`config.mk`:
```
export PLATFORM = sky130hd
export DESIGN_NAME = uart_rx
export DESIGN_NICKNAME = d
export VERILOG_FILES = /design/src/rtl/uart_rx_pkg.sv /design/src/rtl/uart_rx_sync_fifo.sv /design/src/rtl/uart_rx.sv
export SDC_FILE = /design/constraint.sdc
export NUM_CORES = 1
export LEC_CHECK = 0
export ABC_CLOCK_PERIOD_IN_PS = 2300
export CAP_MARGIN = 20
export CORE_ASPECT_RATIO = 0.8
export CORE_MARGIN = 4
export CORE_UTILIZATION = 45
export DETAILED_ROUTE_END_ITERATION = 10
export PLACE_DENSITY = 0.7
export SLEW_MARGIN = 10
export SYNTH_ARGS = -nofsm -noshare
export SYNTH_HDL_FRONTEND = slang
export SYNTH_SLANG_ARGS = --single-unit
export TNS_END_PERCENT = 30
```
`constraint.sdc`:
```
create_clock -name clk_48mhz -period 2.3 [get_ports clk_48mhz]
set_clock_uncertainty 0.15 [all_clocks]
set_input_delay 0.23 -clock clk_48mhz [delete_from_list [all_inputs] [get_ports clk_48mhz]]
set_output_delay 0.23 -clock clk_48mhz [all_outputs]
set_load 0.005 [all_outputs]
```
`src/rtl/uart_rx_pkg.sv`:
```
// Shared UART definitions: receiver state encoding and the default baud divisor.
// Imported by uart_rx and by the transmitter-side baud divider.
package uart_rx_pkg;

    // 48 MHz / 115200 baud, rounded to the nearest integer.
    localparam int unsigned CLKS_PER_BIT_115200 = 417;
    localparam int unsigned DATA_BITS           = 8;

    typedef enum logic [2:0] {
        WAIT_HIGH = 3'd0,
        IDLE      = 3'd1,
        START     = 3'd2,
        DATA      = 3'd3,
        STOP      = 3'd4
    } rx_state_t;

endpackage

```
`src/rtl/uart_rx_sync_fifo.sv`:
```
// Show-ahead synchronous FIFO.
// Ports: i_clk, i_reset (sync, active-high), i_push/i_data write side,
//        i_pop/o_data read side (o_data is the head), o_full, o_empty.
// A push while full is accepted only when a pop happens in the same cycle;
// a pop while empty is ignored.
module sync_fifo #(
    parameter int unsigned WIDTH = 8,
    parameter int unsigned DEPTH = 4
) (
    input  logic             i_clk,
    input  logic             i_reset,
    input  logic             i_push,
    input  logic [WIDTH-1:0] i_data,
    input  logic             i_pop,
    output logic [WIDTH-1:0] o_data,
    output logic             o_full,
    output logic             o_empty
);

    localparam int unsigned AW = $clog2(DEPTH);
    localparam int unsigned PW = AW + 1;

    logic [WIDTH-1:0] r_mem [DEPTH];
    logic [PW-1:0]    r_wr_ptr;
    logic [PW-1:0]    r_rd_ptr;
    logic             w_do_push;
    logic             w_do_pop;

    // Extra pointer MSB distinguishes full from empty when the indices match.
    assign o_empty   = (r_wr_ptr == r_rd_ptr);
    assign o_full    = (r_wr_ptr[AW] != r_rd_ptr[AW]) &&
                       (r_wr_ptr[AW-1:0] == r_rd_ptr[AW-1:0]);
    assign w_do_pop  = i_pop && !o_empty;
    assign w_do_push = i_push && (!o_full || w_do_pop);
    assign o_data    = r_mem[r_rd_ptr[AW-1:0]];

    // Pointer and storage update.
    always_ff @(posedge i_clk) begin
        if (i_reset) begin
            r_wr_ptr <= '0;
            r_rd_ptr <= '0;
            for (int unsigned i = 0; i < DEPTH; i++) begin
                r_mem[i] <= '0;
            end
        end else begin
            if (w_do_push) begin
                r_mem[r_wr_ptr[AW-1:0]] <= i_data;
                r_wr_ptr                <= r_wr_ptr + PW'(1);
            end
            if (w_do_pop) begin
                r_rd_ptr <= r_rd_ptr + PW'(1);
            end
        end
    end

endmodule

```
`src/rtl/uart_rx.sv`:
```
// 8N1 UART receiver on the 48 MHz clock with a show-ahead receive FIFO.
// Ports: clk_48mhz, reset (sync, active-high), serial (async RX, idle high),
//        data/valid/ready (FIFO head handshake), framing_error and overrun
//        (one-cycle pulses), busy (frame in progress).
module uart_rx
    import uart_rx_pkg::*;
#(
    parameter int unsigned CLKS_PER_BIT = CLKS_PER_BIT_115200,
    parameter int unsigned FIFO_DEPTH   = 4
) (
    input  logic                 clk_48mhz,
    input  logic                 reset,
    input  logic                 serial,
    output logic [DATA_BITS-1:0] data,
    output logic                 valid,
    input  logic                 ready,
    output logic                 framing_error,
    output logic                 overrun,
    output logic                 busy
);

    localparam int unsigned CNT_W = $clog2(CLKS_PER_BIT);

    rx_state_t            r_state;
    rx_state_t            w_state_next;
    logic                 r_sync1;
    logic                 r_sync2;
    logic [CNT_W-1:0]     r_cnt;
    logic [CNT_W-1:0]     w_cnt_next;
    logic [2:0]           r_idx;
    logic [2:0]           w_idx_next;
    logic [DATA_BITS-1:0] r_shift;
    logic [DATA_BITS-1:0] w_shift_next;
    logic                 r_framing_error;
    logic                 r_overrun;
    logic                 r_busy;
    logic                 w_rx;
    logic                 w_push;
    logic                 w_fe;
    logic                 w_ovr;
    logic                 w_pop;
    logic                 w_fifo_full;
    logic                 w_fifo_empty;
    logic [DATA_BITS-1:0] w_fifo_data;

    assign w_rx          = r_sync2;
    assign valid         = !w_fifo_empty;
    assign data          = w_fifo_data;
    assign w_pop         = valid && ready;
    assign framing_error = r_framing_error;
    assign overrun       = r_overrun;
    assign busy          = r_busy;

    // Two-flop synchronizer; resets to the idle-high line level.
    always_ff @(posedge clk_48mhz) begin
        if (reset) begin
            r_sync1 <= 1'b1;
            r_sync2 <= 1'b1;
        end else begin
            r_sync1 <= serial;
            r_sync2 <= r_sync1;
        end
    end

    // State, counter, shift register and registered status outputs.
    always_ff @(posedge clk_48mhz) begin
        if (reset) begin
            r_state         <= WAIT_HIGH;
            r_cnt           <= '0;
            r_idx           <= '0;
            r_shift         <= '0;
            r_framing_error <= 1'b0;
            r_overrun       <= 1'b0;
            r_busy          <= 1'b0;
        end else begin
            r_state         <= w_state_next;
            r_cnt           <= w_cnt_next;
            r_idx           <= w_idx_next;
            r_shift         <= w_shift_next;
            r_framing_error <= w_fe;
            r_overrun       <= w_ovr;
            r_busy          <= (w_state_next == START) || (w_state_next == DATA) ||
                               (w_state_next == STOP);
        end
    end

    // Receive FSM: each state waits for counter expiry, then samples rx.
    always_comb begin
        w_state_next = r_state;
        w_cnt_next   = r_cnt;
        w_idx_next   = r_idx;
        w_shift_next = r_shift;
        w_push       = 1'b0;
        w_fe         = 1'b0;
        w_ovr        = 1'b0;
        case (r_state)
            WAIT_HIGH: begin
                if (w_rx) begin
                    w_state_next = IDLE;
                end
            end
            IDLE: begin
                if (!w_rx) begin
                    w_cnt_next   = CNT_W'(CLKS_PER_BIT / 2 - 1);
                    w_state_next = START;
                end
            end
            START: begin
                if (r_cnt != '0) begin
                    w_cnt_next = r_cnt - CNT_W'(1);
                end else if (w_rx) begin
                    // Line back high at mid-start: treat as a glitch.
                    w_state_next = IDLE;
                end else begin
                    w_cnt_next   = CNT_W'(CLKS_PER_BIT - 1);
                    w_idx_next   = '0;
                    w_state_next = DATA;
                end
            end
            DATA: begin
                if (r_cnt != '0) begin
                    w_cnt_next = r_cnt - CNT_W'(1);
                end else begin
                    w_shift_next = {w_rx, r_shift[DATA_BITS-1:1]};
                    w_cnt_next   = CNT_W'(CLKS_PER_BIT - 1);
                    if (r_idx == 3'd7) begin
                        w_state_next = STOP;
                    end else begin
                        w_idx_next = r_idx + 3'd1;
                    end
                end
            end
            STOP: begin
                if (r_cnt != '0) begin
                    w_cnt_next = r_cnt - CNT_W'(1);
                end else if (w_rx) begin
                    w_push       = 1'b1;
                    w_ovr        = w_fifo_full && !w_pop;
                    w_state_next = IDLE;
                end else begin
                    w_fe         = 1'b1;
                    w_state_next = WAIT_HIGH;
                end
            end
            default: w_state_next = WAIT_HIGH;
        endcase
    end

    sync_fifo #(
        .WIDTH (DATA_BITS),
        .DEPTH (FIFO_DEPTH)
    ) u_fifo (
        .i_clk   (clk_48mhz),
        .i_reset (reset),
        .i_push  (w_push),
        .i_data  (w_shift_next),
        .i_pop   (w_pop),
        .o_data  (w_fifo_data),
        .o_full  (w_fifo_full),
        .o_empty (w_fifo_empty)
    );

endmodule
```
==> impl_metrics.env <==
export IMPL_status="finished clean"
export IMPL_dp_slack_ps=-2.139
export IMPL_pwr_share_comb_pct=10.1
export IMPL_fmax_mhz=454.3
export IMPL_worst_path_max_delay_cell="mux4_2"
export IMPL_mostFrequentLayoutCell="nor2_1"
export IMPL_ant_nets=0
export IMPL_rsz0062_at_grt="false"
export IMPL_hp_class="reg -> reg"
export IMPL_synth_edf_count=32
export IMPL_hold_viol_final=0
export IMPL_p_sw_share_pct=25.37
export IMPL_required_ps=1920
export IMPL_p_leak_nw=1.419
export IMPL_synth_area_mm2=0.003100
export IMPL_synth_cell_type_count=50
export IMPL_ys_warnings_count=0
export IMPL_grt_overflow=0
export IMPL_cp_max_fo=8
export IMPL_vias_per_cell=5.421
export IMPL_maxCapViolCount=0
export IMPL_path_class="reg -> out"
export IMPL_areaGrowthSynthToFinish_pct=22.68
export IMPL_clockBufferDepth=2
export IMPL_die_area_mm2=0.008290
export IMPL_grtUsageTotal_pct=17.41
export IMPL_wl_per_cell_um=15.37
export IMPL_cts_buffers=9
export IMPL_grt_max_degree=36
export IMPL_power_mw=2.578
export IMPL_post_route_min_period_ps=2201
export IMPL_path_clk_slew_ps=70
export IMPL_period_share_pct=95.71
export IMPL_clkPwrFrac_pct=39.1
export IMPL_syn_nets=288
export IMPL_hold_slack_ps=261.5
export IMPL_ir_drop_mv=0.4831
export IMPL_wl_um=6319
export IMPL_ys_flop_type="dfxtp_1"
export IMPL_p_seq_share_pct=50.8
export IMPL_mostFrequentLayoutCells="nor2_1, dfxtp_1, edfxtp_1, buf_4, clkdlybuf4s50_1"
export IMPL_initialDrtViolationCount=151
export IMPL_avgSynthCellArea_um2=11.11
export IMPL_end_kind="output pin"
export IMPL_critPathArrivalTime_ps=1820
export IMPL_htree_levels=3
export IMPL_cts_tree="done"
export IMPL_critPathMaxStageDelay_ps=520
export IMPL_intPower_mw=1.924
export IMPL_worst_slack_ps=98.59
export IMPL_fin_util_pct=58.17
export IMPL_crit_family="buffers and inverters"
export IMPL_die_w_um=100.8
export IMPL_grt_pass1_vias=2179
export IMPL_die_h_um=82.24
export IMPL_grt_pass1_wl_um=10850
export IMPL_relSlewSlack_pct=50.52
export IMPL_ys_seq_area_share_pct=54.24
export IMPL_port_buffers=15
export IMPL_pin_count=16
export IMPL_route_vias_total=2228
export IMPL_fill_cells=551
export IMPL_hpwlAfterDp_um=4500
export IMPL_switchingPower_mw=0.6541
export IMPL_diodes=0
export IMPL_antenna_found_initial=0
export IMPL_tightest_slew_ps=740.6
export IMPL_synthCells=279
export IMPL_power_density_mw_per_mm2=677.8
export IMPL_nets=331
export IMPL_core_mm2=0.006539
export IMPL_setup_tns_ps=0
export IMPL_gp_congestion=0.8370
export IMPL_async_flop_share_pct=0
export IMPL_drc=0
export IMPL_drt_first_pass_iters=5
export IMPL_cp_num_buf_inv=2
export IMPL_clock_sinks=68
export IMPL_row_count=26
export IMPL_slew_viol_final=0
export IMPL_cts_root_buf="clkbuf_8"
export IMPL_drive_gt1_share_pct=22.02
export IMPL_start_kind="flip-flop"
export IMPL_initial_utilization_pct=47.42
export IMPL_ys_ff_latch=68
export IMPL_setup_violations=0
export IMPL_crit_chain="buf_6, mux4_2, clkdlybuf4s50_1"
export IMPL_clock_latency_ps=350
path summary, 6_finish.rpt:
kind	start	endpoint	slack (ps)	depth (start not counted)
max	flip-flop	data[3]	100	3
min	r_sync1	r_sync2	260	1
max reg2reg	r_cnt[1]	u_fifo.r_mem[3][2]	140	9
min reg2reg	r_sync1	r_sync2	260	1
sequential cells by signal, summed over array words and instances, names as in the netlist, named ones only:
register and cells:
r_idx 3, r_sync2 1, r_state 3, u_fifo.r_rd_ptr 3
u_fifo.r_mem 32, r_sync1 1, busy 1, r_shift 8
u_fifo.r_wr_ptr 3, framing_error 1, overrun 1, r_cnt 9
stage by stage:
stage,cells,instance area [µm²]
after floorplan,279,3100
after global placement,394,3542
after detailed placement,394,3542
after CTS,410,3747
after global routing,411,3804
final,411,3804
kinds of logic after synthesis:
group,count (synthesis),share of synthesized area (%)
xor gates and xnor gates,7,1.977
DFF,68,54.24
muxes,19,9.362
adders and majority gates,5,2.018
and+or+nand+nor,126,21.47
buffers and inverters,20,2.542
AOI/OAI and AO/OA,34,8.394
power groups by stage:
stage / sequential (mW) / combinational, mW / clock [mW]
2_1_floorplan: 1.33 / 0.151 / 0
3_3_place_gp: 1.34 / 0.242 / 0
3_5_place_dp: 1.34 / 0.246 / 0
4_1_cts: 1.31 / 0.247 / 1.04
5_1_grt: 1.31 / 0.286 / 1.11
6_report: 1.31 / 0.261 / 1.01
area by class of cell:
cell class,instances,area (µm²),area share [%]
multi-input combinational,191,1385,36.41
timing repair buffer,44,396.6,10.43
clock buffer,9,123.9,3.257
tap,84,105.1,2.763
sequential,68,1682,44.21
inverter,8,30.03,0.7895
clock inverter,7,81.33,2.138
what timing repair did:
item | 4_1_cts | 5_1_grt
resized for setup | 0 | 10
setup endpoints to repair | 0 | 70
hold buffers | 0 | 0
setup buffers | 0 | 1
Yosys cell counts, types with 2 or more instances:
cell type,n,share of area [%]
nor3_1,5,0.81
xor2_1,3,0.85
nor2_1,60,7.3
nand3_1,11,1.8
o21a_1,2,0.48
nand3b_1,3,0.73
dfxtp_1,36,23
ha_1,5,2.0
a311oi_1,3,0.85
o21ai_0,3,0.48
mux4_2,8,5.8
nand3_2,3,0.97
clkbuf_1,8,0.97
nor4_1,3,0.61
buf_2,2,0.32
nand2_1,13,1.6
edfxtp_1,32,31
inv_1,8,0.97
a31o_2,2,0.57
o211ai_1,2,0.48
nand2b_1,8,1.6
and2_1,2,0.40
nand2_2,2,0.40
xnor2_1,4,1.1
nor4_4,2,1.4
or3_1,2,0.40
a21oi_1,12,1.9
mux2i_1,11,3.6
or2_2,2,0.40
a211oi_1,2,0.48
routing by layer:
metal	up-vias	wire length, µm	track usage, %
met5	-	0	0
met4	0	59	5.653
met3	7	424	6.129
met2	72	2848	26.48
met1	1047	2985	23.33
li1	1102	-	-
Power figures use the tool's default switching activity.
==> patch: new RTL, same flow settings <==
`CLKS_PER_BIT_115200`: 417 -> 208.
--- a/src/rtl/uart_rx_pkg.sv
+++ b/src/rtl/uart_rx_pkg.sv
@@ -3,7 +3,7 @@
 package uart_rx_pkg;
 
     // 48 MHz / 115200 baud, rounded to the nearest integer.
-    localparam int unsigned CLKS_PER_BIT_115200 = 417;
+    localparam int unsigned CLKS_PER_BIT_115200 = 208;
     localparam int unsigned DATA_BITS           = 8;
 
     typedef enum logic [2:0] {
Formal check against the unedited RTL: no difference found for any inputs over 10 cycles, from zero or initial values and one cycle with reset high; that may be too few to reach the edited logic, so the function may still have changed.
==> patch against the original RTL <==
Core utilization shrank 1.7 points. Synthesized area shrank 4.7%. Non-clock buffer count is the same. Sequential power is essentially flat. Sequential cell count shrank 1. Count of clock-buffer cells in the layout is the same. Setup slack gained 0.014 ns. Via count shrank 2.2%. Final area shrank 5.4%. Wire length shrank 5.2%. Total power grew 3.6%. Critical path type unchanged. Largest cell class unchanged. Largest power group unchanged.
==> patch: results (changes against the original RTL) <==
status -> finished clean
EDFF count, synth -> 32 (unchanged)
root buf cell -> clkbuf_8
async set-reset flop share out of synthesis -> 0% (unchanged)
CP startpoint kind -> flip-flop
Final HPWL DP -> 4.13 mm (-8.2%)
slew at the pin closest to its max-slew limit -> 0.503 ns (-0.237 ns)
Slowest cell on crit path -> mux4_2
max frequency -> 0.457 GHz (+0.62%)
Reg clk slew, reported paths -> 0.07 ns (about the same)
Placement Setup Slack -> 0.0894 ns (+0.0916 ns)
synth warn -> 0 (unchanged)
commonest cells in the netlist -> nor2_1 (62), dfxtp_1 (35), edfxtp_1 (32), nand2_1 (15), mux2i_1 (13)
First-pass DRT Iterations -> 5 (unchanged)
vias in the first global route -> 1958 (-10%)
number of distinct library cells after synthesis -> 43 (-14%)
CP max stage delay -> 0.51 ns
ys flop type -> dfxtp_1
Post-Syn Area per Cell -> 10.9 µm² (-1.5%)
Syn Nets -> 279 (-3.1%)
Peak VDD IR -> 0.591 mV (+22%)
total global-route track usage -> 16.3% (-1.2 points)
Via density -> 5.45 (+0.49%)
Seq/Total Area, Yosys -> 56.2% (+2.0 points)
Starting DRT DRC Count -> 173 (+15%)
biggest regs -> u_fifo.r_mem (32), r_cnt (8), r_shift (8)
max-cap viol count -> 0 (unchanged)
PortBufs -> 15 (unchanged)
worst-skew pair later-pin latency -> 0.34 ns
leak pwr -> 1.37 nW (-3.4%)
share of cells above drive strength 1 -> 19.6% (-2.4 points)
R2R depth -> 8 (-1)
dpl cells -> 382 (-3.0%)
largest net degree at the start of global routing -> 29 (-19%)
Reg2Reg Launch Point -> r_cnt[0]
CTS Buf Count -> 9 (unchanged)
H-tree Lvls -> 3 (unchanged)
Hold Path Depth -> 1 (unchanged)
Ant. Diodes -> 0 (unchanged)
synth top area cells -> edfxtp_1 (33%), dfxtp_1 (24%), nor2_1 (7.9%), mux4_2 (6.1%), mux2i_1 (4.4%)
worst reg2reg endpoint -> u_fifo.r_mem[2][1]
initial antenna violation count -> 0 (unchanged)
Placer Congestion -> 0.844 (+0.81%)
Non-Filler Instances -> 400 (-2.7%)
max reg flops -> 32 (unchanged)
Fillers -> 557 (+1.1%)
CP endpoint -> data[6]
# nets final -> 320 (-3.3%)
Worst Hold Class -> flip-flop to flip-flop
overall routed net length -> 5.99 mm (-5.2%)
first-pass GRT wire length -> 9.82 mm (-9.5%)
Max Buffers Root-to-Sink -> 2 (unchanged)
Max Fanout on Critical Path -> 8 (unchanged)
setup slack, reg-to-reg -> 0.16 ns (+0.02 ns)
[patch: changes by cell type after synthesis, sizes merged, moves of 3 or more]
cell / before / now
nand3: 14 / 7
a31oi: 0 / 3
a21oi: 12 / 8
nand2b: 8 / 2
o21ai: 3 / 11
[patch: cell type report]
cell class                 instances  area (µm²)  share of cell area, %
clock inverter                     7        98.8                   2.75
multi-input combinational        180        1200                   33.4
timing repair buffer              44         372                   10.3
tap                               84         105                   2.92
sequential                        67        1660                   46.2
clock buffer                       9         124                   3.44
inverter                           9        33.8                  0.938
[patch: repair_timing]
| action | in CTS | in global routing |
|---|---|---|
| setup buffers | 0 | 2 |
| gates resized for setup | 0 | 5 |
| setup endpoints to repair | 0 | 54 |
| hold endpoints to repair | 0 | 0 |
[patch: report_power, final]
part / internal [mW] / switching (mW)
registers: 1.28 / 0.0262
clock network: 0.617 / 0.470
logic: 0.123 / 0.153
[patch: per-layer routing]
metal,share of wire [%],vias to the layer above,track usage (%)
met3,5.5,5,5.47
met4,1.4,0,5.73
li1,-,1053,-
met5,0,-,0
met2,46,72,24.2
met1,47,1049,22.2
[patch: cell families (layout without fill, tap and decap cells)]
group,Yosys count,count (layout),synth area share (%)
flip-flops,67,67,56.2
AO/OA/AOI/OAI,35,35,7.49
multiplexers,21,21,10.5
buffers and inverters,23,69,3.30
XOR/XNOR,7,7,2.07
AND/OR/NAND/NOR,112,112,18.3
adder cells (fa/ha/maj),5,5,2.12
[patch: critical path: cells and delay by family, from the launching register on]
kind / cells / cell delay, ns
buffers and inverters: 2 / 0.62
multiplexers: 1 / 0.51
flip-flops: 1 / 0.33
[patch: how the worst min path moves through the flow]
stage / startpoint / to / slack, ns
after floorplan: serial / r_sync1 / 0.18
after global placement: r_sync1 / r_sync2 / 0.24
after detailed placement: r_sync1 / r_sync2 / 0.24
after CTS: r_sync1 / r_sync2 / 0.26
after global routing: r_sync1 / r_sync2 / 0.27
final: r_sync1 / r_sync2 / 0.26
[patch: through the flow]
| step | setup TNS [ns] | area (µm²) | power, mW |
|---|---|---|---|
| 2_1_floorplan | -4.47 | 2960 | 1.50 |
| 3_3_place_gp | 0 | 3350 | 1.60 |
| 3_5_place_dp | 0 | 3350 | 1.60 |
| 4_1_cts | 0 | 3570 | 2.69 |
| 5_1_grt | -0.128 | 3600 | 2.79 |
| 6_report | 0 | 3600 | 2.67 |
